### src/rtl/mips_ctrl_fsm.sv
`default_nettype none
// +--------------------------------------------------------------------------+
// | mips_ctrl_fsm: registered multi-cycle MIPS control path with strobe dwell |
// | Revision: 1.0                                                             |
// +--------------------------------------------------------------------------+
module mips_ctrl_fsm #(
  parameter int STROBE_CYCLES = 1,
  parameter int MEM_LATENCY   = 1
) (
  input  logic       clock,
  input  logic       reset,
  input  logic       newinstr,
  input  logic [5:0] opcode,
  output logic       regwrite,
  output logic       memread,
  output logic       memwrite,
  output logic       memtoreg,
  output logic       regdst,
  output logic       alusrc,
  output logic [1:0] aluop,
  output logic       branch,
  output logic       jump,
  output logic       busy,
  output logic       done,
  output logic       illegal
);

  localparam logic [5:0] C_OP_RTYPE = 6'd0;
  localparam logic [5:0] C_OP_J     = 6'd2;
  localparam logic [5:0] C_OP_BEQ   = 6'd4;
  localparam logic [5:0] C_OP_ADDI  = 6'd8;
  localparam logic [5:0] C_OP_LW    = 6'd35;
  localparam logic [5:0] C_OP_SW    = 6'd43;

  localparam logic [3:0] C_STROBE_LOAD = 4'(STROBE_CYCLES - 1);
  localparam logic [3:0] C_MEM_LOAD    = 4'(MEM_LATENCY - 1);

  typedef enum logic [2:0] {
    IDLE   = 3'd0,
    DECODE = 3'd1,
    EXEC   = 3'd2,
    MEMRD  = 3'd3,
    MEMWR  = 3'd4,
    WB     = 3'd5,
    DONE   = 3'd6
  } state_t;

  state_t     r_state;
  state_t     w_next;
  logic [3:0] r_count;
  logic [3:0] w_count_next;
  logic [5:0] r_opcode;

  function automatic logic is_legal(input logic [5:0] op);
    case (op)
      C_OP_RTYPE, C_OP_J, C_OP_BEQ, C_OP_ADDI, C_OP_LW, C_OP_SW: is_legal = 1'b1;
      default: is_legal = 1'b0;
    endcase
  endfunction

  // {memtoreg, regdst, alusrc, aluop}
  function automatic logic [4:0] decode_sel(input logic [5:0] op);
    case (op)
      C_OP_RTYPE: decode_sel = 5'b01010;
      C_OP_LW:    decode_sel = 5'b10100;
      C_OP_SW:    decode_sel = 5'b00100;
      C_OP_BEQ:   decode_sel = 5'b00001;
      C_OP_ADDI:  decode_sel = 5'b00100;
      default:    decode_sel = 5'b00000;
    endcase
  endfunction

  always_comb begin
    w_next       = r_state;
    w_count_next = r_count;
    if (newinstr) begin
      w_next = DECODE;
    end else begin
      case (r_state)
        IDLE:   w_next = IDLE;
        DECODE: w_next = is_legal(r_opcode) ? EXEC : DONE;
        EXEC: begin
          case (r_opcode)
            C_OP_RTYPE, C_OP_ADDI: begin
              w_next       = WB;
              w_count_next = C_STROBE_LOAD;
            end
            C_OP_LW: begin
              w_next       = MEMRD;
              w_count_next = C_MEM_LOAD;
            end
            C_OP_SW: begin
              w_next       = MEMWR;
              w_count_next = C_STROBE_LOAD;
            end
            default: w_next = DONE;
          endcase
        end
        MEMRD: begin
          if (r_count == 4'd0) begin
            w_next       = WB;
            w_count_next = C_STROBE_LOAD;
          end else begin
            w_count_next = r_count - 4'd1;
          end
        end
        MEMWR, WB: begin
          if (r_count == 4'd0) w_next = DONE;
          else w_count_next = r_count - 4'd1;
        end
        DONE:    w_next = IDLE;
        default: w_next = IDLE;
      endcase
    end
  end

  // Outputs are registered from the next state so each one lines up with the state it describes.
  always_ff @(posedge clock or posedge reset) begin
    if (reset) begin
      r_state  <= IDLE;
      r_count  <= 4'd0;
      r_opcode <= 6'd0;
      regwrite <= 1'b0;
      memread  <= 1'b0;
      memwrite <= 1'b0;
      memtoreg <= 1'b0;
      regdst   <= 1'b0;
      alusrc   <= 1'b0;
      aluop    <= 2'b00;
      branch   <= 1'b0;
      jump     <= 1'b0;
      busy     <= 1'b0;
      done     <= 1'b0;
      illegal  <= 1'b0;
    end else begin
      r_state  <= w_next;
      r_count  <= w_count_next;
      if (newinstr) r_opcode <= opcode;
      regwrite <= (w_next == WB);
      memread  <= (w_next == MEMRD);
      memwrite <= (w_next == MEMWR);
      branch   <= (w_next == EXEC) && (r_opcode == C_OP_BEQ);
      jump     <= (w_next == EXEC) && (r_opcode == C_OP_J);
      busy     <= (w_next != IDLE) && (w_next != DONE);
      done     <= (w_next == DONE);
      illegal  <= (w_next == DONE) && (r_state == DECODE);
      // Entering DECODE only happens on newinstr, so the incoming opcode equals the copy being latched.
      if (newinstr) begin
        {memtoreg, regdst, alusrc, aluop} <= decode_sel(opcode);
      end else if (w_next == IDLE) begin
        {memtoreg, regdst, alusrc, aluop} <= 5'b00000;
      end
    end
  end

endmodule
`default_nettype wire
### config.mk
export PLATFORM = sky130hd
export DESIGN_NAME = mips_ctrl_fsm
export DESIGN_NICKNAME = d
export VERILOG_FILES = /design/src/rtl/mips_ctrl_fsm.sv
export SDC_FILE = /design/constraint.sdc
export NUM_CORES = 1
export LEC_CHECK = 0
export CAP_MARGIN = 30
export CORE_UTILIZATION = 55
export CTS_BUF_LIST = sky130_fd_sc_hd__clkbuf_16
export DETAILED_ROUTE_END_ITERATION = 12
export PLACE_DENSITY_LB_ADDON = 0.25
export SLEW_MARGIN = 0
export SYNTH_ARGS = -nofsm -noshare
export SYNTH_HDL_FRONTEND = slang
export SYNTH_SLANG_ARGS = --single-unit
### constraint.sdc
create_clock -name clock -period 3.6 [get_ports clock]
set_input_delay 0.72 -clock clock [delete_from_list [all_inputs] [get_ports clock]]
set_output_delay 0.72 -clock clock [all_outputs]
set_load 0.02 [all_outputs]
==> results.yml, run 1 <==
drt:
  dr.pass1.iters: 4
  ant_nets: 0
  drt_iter0_drc: 20
  drc: 0
  vias: 992
  viasPerCell: 5.94
  wirelength_mm: 2.55
  wl_per_cell_um: 15.3
clock_tree:
  numCtsBuffers: 3
  postCtsSetupBuffers: 0
  cts_buffer_depth: 2
  cts_resized: 0
  cts_tree: "yes"
  cts.clk_slew.worst_paths_ns: 0.07
  holdBufCountCts: 0
  clk_latency_ns: 0.26
  clockRootBuffer: "clkbuf_16"
  clkSinkCount: 25
  h-tree-depth: 1
logic_synthesis:
  seq_area_frac_synth: 0.485
  syn-num-nets: 128
  synth-seq-cells: 25
  synthArstFlopShare: 1.00
  ys.flop_type: "dfrtp_1"
  syn_area_per_cell_um2: 11.0
  synth_cell_types: 46
  yosysWarnings: 0
  synth_area_um2: 1290
  synth_edf_count: 0
  synthCells: 117
floorplan:
  initial_utilization: 0.583
  core_area_um2: 2210
  fp.dieArea_um2: 2540
  pin_count: 22
  die_h_um: 50.4
  num_rows: 17
  fp.dieW_um: 50.4
global_route:
  grt_pass1_vias: 897
  antenna_found_initial: 0
  met2_usage: 0.371
  grt_util_all_layers: 0.230
  grt_overflow: 0
  grt_busiest_layer: "met2"
  grt_pass1_wl_mm: 4.33
  met1_usage: 0.319
  grtUsageMet3: 0.0303
  grt_start_max_net_pins: 26
power_and_ir_drop:
  power.density_nw_per_um2: 679
  vdd_ir_drop_max_v: 0.000398
  p_leak_nw: 0.662
placed_design:
  portBuffers: 21
  place_hpwl_mm: 1.82
  dp.cells: 162
  finalWeightedCongestion: 0.873
sta:
  drv_slew: 0
  hold_violations: 0
  max_freq_mhz: 482
  rsz0062_at_grt: "no"
  worst_slew_pin_slew_ns: 0.761
  fin_tns_setup_ns: 0
  timing.final.crit_share: 0.577
  slew_headroom: 0.490
  fin_crit_ns: 2.08
  finalSetupViolations: 0
  fin_worst_skew_ns: 0.00497
layout:
  drive_gt1_frac: 0.158
  syn_to_final_growth_pct: 26.2
  fin_nets: 151
  diodes: 0
  layout.cells.non_filler: 167
  utilization: 0.735
setup_path:
  cp.arrival_ns: 2.27
  start_kind: "primary input"
  cp.required_ns: 3.80
  path_max_fanout: 9
  worstSetupPathType: "in2reg"
  endpoint_kind: "register"
flow_run:
  drv_cap: 0
run_status:
  outcome: "completed"
min_path:
  hold_path_class: "reg2reg"
worst paths after layout:
kind / startpoint / to / depth (start not counted) / slack (ns)
max: newinstr / regwrite / 3 / 1.52
min: alusrc / alusrc / 1 / 0.49
max reg2reg: r_count[0] / memread / 6 / 1.57
min reg2reg: alusrc / alusrc / 1 / 0.49
max in group asynchronous: reset / busy / 3 / 2.61
min in group asynchronous: reset / r_state[1] / 2 / 0.64
state kept, by name (all words and copies together), names as in the netlist:
| register | count |
|---|---|
| r_opcode | 6 |
| r_count | 4 |
| r_state | 3 |
| aluop | 1 |
| alusrc | 1 |
| branch | 1 |
| busy | 1 |
| done | 1 |
| illegal | 1 |
| jump | 1 |
| memread | 1 |
| memtoreg | 1 |
| memwrite | 1 |
| regdst | 1 |
| regwrite | 1 |
cell families after synthesis:
kind of cell             share of synthesized area
adder cells (fa/ha/maj)                     0.0194
flip-flops                                   0.485
AO/OA/AOI/OAI                                0.167
multiplexers                                0.0602
buffers and inverters                       0.0311
AND/OR/NAND/NOR                              0.237
layout make-up:
class / instances / area, um2
Fill cell: 156 / 586
Sequential cell: 25 / 626
Inverter: 4 / 15.0
Multi-Input combinational cell: 83 / 623
Timing Repair Buffer: 23 / 245
Clock inverter: 1 / 7.51
Tap cell: 28 / 35.0
Clock buffer: 3 / 75.1
cells in the mapped netlist (all sizes together), types with 2 or more instances:
library cell | count | area (um2)
dfrtp | 25 | 626
nand3 | 8 | 40.0
mux2 | 6 | 67.6
o21ai | 6 | 30.0
nand2b | 5 | 31.3
nor2 | 5 | 18.8
nor3 | 5 | 25.0
inv | 4 | 15.0
nand2 | 4 | 15.0
buf | 3 | 17.5
nor2b | 3 | 18.8
nor3b | 3 | 27.5
nor4 | 3 | 18.8
a211oi | 2 | 15.0
a21boi | 2 | 18.8
a21oi | 2 | 13.8
a31oi | 2 | 12.5
a32o | 2 | 20.0
and2 | 2 | 16.3
and3 | 2 | 13.8
clkbuf | 2 | 7.51
ha | 2 | 25.0
nor4b | 2 | 17.5
o311ai | 2 | 35.0
o31ai | 2 | 28.8
or3 | 2 | 17.5
where the power goes:
group | switching (W) | internal, W
Sequential | 0.0000757 | 0.000340
Combinational | 0.000230 | 0.000211
Clock | 0.0000970 | 0.000151
critical path, cell delays in order:
cell,delay [ns]
clkdlybuf4s50_1,0.57
a211oi_1,0.68
and3_2,0.31
cells in the final DEF, fill, tap and decap left out, types with 2 or more instances in the layout:
| cell | n |
|---|---|
| nor3_1 | 5 |
| ha_1 | 2 |
| nand3_1 | 8 |
| nor4b_1 | 2 |
| clkdlybuf4s50_1 | 21 |
| a32o_1 | 2 |
| o21ai_0 | 6 |
| nor2_1 | 5 |
| nand2b_1 | 5 |
| dfrtp_1 | 25 |
| a211oi_1 | 2 |
| nand2_1 | 4 |
| clkbuf_16 | 3 |
| nor2b_1 | 3 |
| mux2_2 | 6 |
| nor4_1 | 3 |
| nor3b_1 | 2 |
| a31oi_1 | 2 |
| inv_1 | 4 |
metal layers:
layer,up-vias,wire [um]
li1,487,-
met1,473,1100
met2,24,1330
met3,8,81
met4,0,43
met5,-,0
metrics by stage:
| stage | worst slack, ns | hold WS (ns) | power [W] | cell area [um2] |
|---|---|---|---|---|
| after global routing | 1.36 | 0.513 | 0.00117 | 1630 |
| after global placement | 1.39 | 0.467 | 0.000833 | 1520 |
| after CTS | 1.56 | 0.496 | 0.00110 | 1600 |
| final | 1.52 | 0.487 | 0.00110 | 1630 |
| after floorplan | 1.86 | 0.519 | 0.000728 | 1290 |
| after detailed placement | 1.33 | 0.482 | 0.000848 | 1520 |
(Power assumes the default switching activity.)
==> run 2: changes to the inputs <==
CORE_UTILIZATION = 46   (was 55)
clock period = 1.75 ns   (was 3.6 ns; I/O delays follow)
==> run 2 against run 1 <==
The flow now finishes with violations (negative setup slack). Register-to-register slack worse by 1.6 ns. Sequential power up 100%. Clock power up 110%. First-iteration DRC count up 50%. Die area up 19%. Global-route usage down 2.0 points. Via count up 12%. Total power up 140%. Count of clock-buffer cells in the layout unchanged. Non-clock buffer count up 23. Combinational power rose to 2.8 times the previous value. Largest cell class is now multi-input gates. Highest routed layer unchanged.
==> results.yml, run 2 (synthesized netlist as in run 1, its figures left out) <==
run_status:
  outcome: "finished with violations"
  violations: "negative setup slack"
power_and_ir_drop:
  power.density_nw_per_um2: 1430
  p_leak_nw: 0.770
  p_int_w: 0.00166
  switchingPower_w: 0.000934
  clockPowerShare: 0.201
  vdd_ir_drop_max_v: 0.00109
  seqPwrFrac: 0.320
  combPwrFrac: 0.479
  switching_share: 0.360
sta:
  drv_slew: 0
  rsz0062_at_grt: "yes"
  finalWorstSetupSlack_ns: -0.0657
  finalSetupViolations: 6
  max_freq_mhz: 551
  fin_crit_ns: 1.82
  fin_tns_setup_ns: -0.219
  fin_worst_skew_ns: 0.00572
  hold_violations: 0
  slew_headroom: 0.685
  timing.final.crit_share: 1.04
  worst_slew_pin_slew_ns: 0.469
  fin_hold_ws_ns: 0.448
setup_path:
  worstSetupPathType: "reg2reg"
  reg2reg_from: "r_count[0]"
  critPathMaxStageDelay_ns: 0.41
  cp.required_ns: 1.91
  path_max_fanout: 5
  endpoint_kind: "register"
  worst-r2r-setup-slack_ns: -0.07
  timing.rr.end: "memread"
  crit_chain: "inv_2, ha_4, or3b_4, o21ai_0, buf_4, o31ai_4, nor4_1"
  r2r_cells: 7
  crit_path_top_delay_cell: "dfrtp_1"
  cp.arrival_ns: 1.98
  start_kind: "register"
clock_tree:
  clk_latency_ns: 0.26
  holdBufCountCts: 0
  clockRootBuffer: "clkbuf_16"
  cts_tree: "yes"
  h-tree-depth: 1
  numCtsBuffers: 3
  cts_buffer_depth: 2
  cts.clk_slew.worst_paths_ns: 0.07
  clkSinkCount: 25
global_route:
  grt_start_max_net_pins: 26
  grt_pass1_vias: 1016
  antenna_found_initial: 0
  grt_util_all_layers: 0.210
  grt_pass1_wl_mm: 4.49
  grt_overflow: 0
drt:
  wl_per_cell_um: 15.4
  drt_iter0_drc: 30
  vias: 1111
  dr.pass1.iters: 5
  ant_nets: 0
  drc: 0
  viasPerCell: 5.79
  wirelength_mm: 2.96
min_path:
  hold_path_class: "in2async"
flow_run:
  drv_cap: 0
floorplan:
  pin_count: 22
  core_area_um2: 2570
  fp.dieArea_um2: 3020
  num_rows: 18
  initial_utilization: 0.502
  fp.dieW_um: 54.9
  die_h_um: 54.9
layout:
  fin_nets: 174
  final_cell_mix: "dfrtp_1 (25), buf_4 (25), clkdlybuf4s50_1 (21)"
  reg_top3: "r_opcode (6), r_count (4), r_state (3)"
  diodes: 0
  drive_gt1_frac: 0.309
  syn_to_final_growth_pct: 40.5
  largest_reg_flops: 6
  top_register: "r_opcode"
placed_design:
  place_hpwl_mm: 2.03
  preCtsSetupSlack_ns: -0.0511
  portBuffers: 21
  finalWeightedCongestion: 0.812
run 2: layout make-up:
type,count,area [um2]
Fill cell,188,757
Multi-Input combinational cell,83,652
Sequential cell,25,626
Timing Repair Buffer,46,398
Clock buffer,3,75.1
Tap cell,30,37.5
Inverter,4,15.0
Clock inverter,1,7.51
run 2: worst max path at each step:
stage,end,slack (ns),startpoint,depth (start not counted)
final,memread,-0.07,r_count[0],7
after global routing,memread,-0.16,r_count[0],7
after CTS,memwrite,0.001,r_count[1],6
after detailed placement,memwrite,-0.05,r_count[0],6
after global placement,done,-0.006,r_count[0],6
after floorplan,memwrite,0.006,r_count[0],6
run 2: power groups by stage:
stage	clock network, W	registers, W	logic (W)
after floorplan	0	0.000847	0.000651
after global routing	0.000544	0.000841	0.00134
after detailed placement	0	0.000821	0.00108
after CTS	0.000533	0.000815	0.00114
final	0.000522	0.000830	0.00124
after global placement	0	0.000817	0.00105
run 2: per-stage QoR:
step                area [um2]  std cells   util  total power, W
CTS                       1770        188  0.689         0.00249
detailed placement        1650        182  0.644         0.00190
global route              1810        192  0.705         0.00273
global placement          1650        182  0.644         0.00186
floorplan                 1290        117      -         0.00150
finish                    1810        192  0.705         0.00260
run 2: worst max-delay path, delay by kind of cell, from the launching register on:
kind,cells,cell delay [ns]
compound gates,2,0.28
fa+ha+maj,1,0.13
buf+inv,2,0.24
flops,1,0.41
simple gates,2,0.67
run 2: timing repair:
item / 4_1_cts / 5_1_grt
endpoints found under the setup margin: 5 / 7
setup buffers: 2 / 4
resized for setup: 5 / 2
endpoints found under the hold margin: 0 / 0
pin swaps: 4 / 1
run 2: metal layers:
layer  vias up  share of wire  global-route usage
li1        534              -                   -
met5         -              0                   0
met2        34           0.54               0.388
met4         0          0.010              0.0375
met1       539           0.42               0.251
met3         4          0.031              0.0410
==> run 3: changes to the inputs <==
GPL_ROUTABILITY_DRIVEN = 0   (was default)
==> results of run 3 <==
No change in the layout: final DEF, timing and power equal those of run 2.
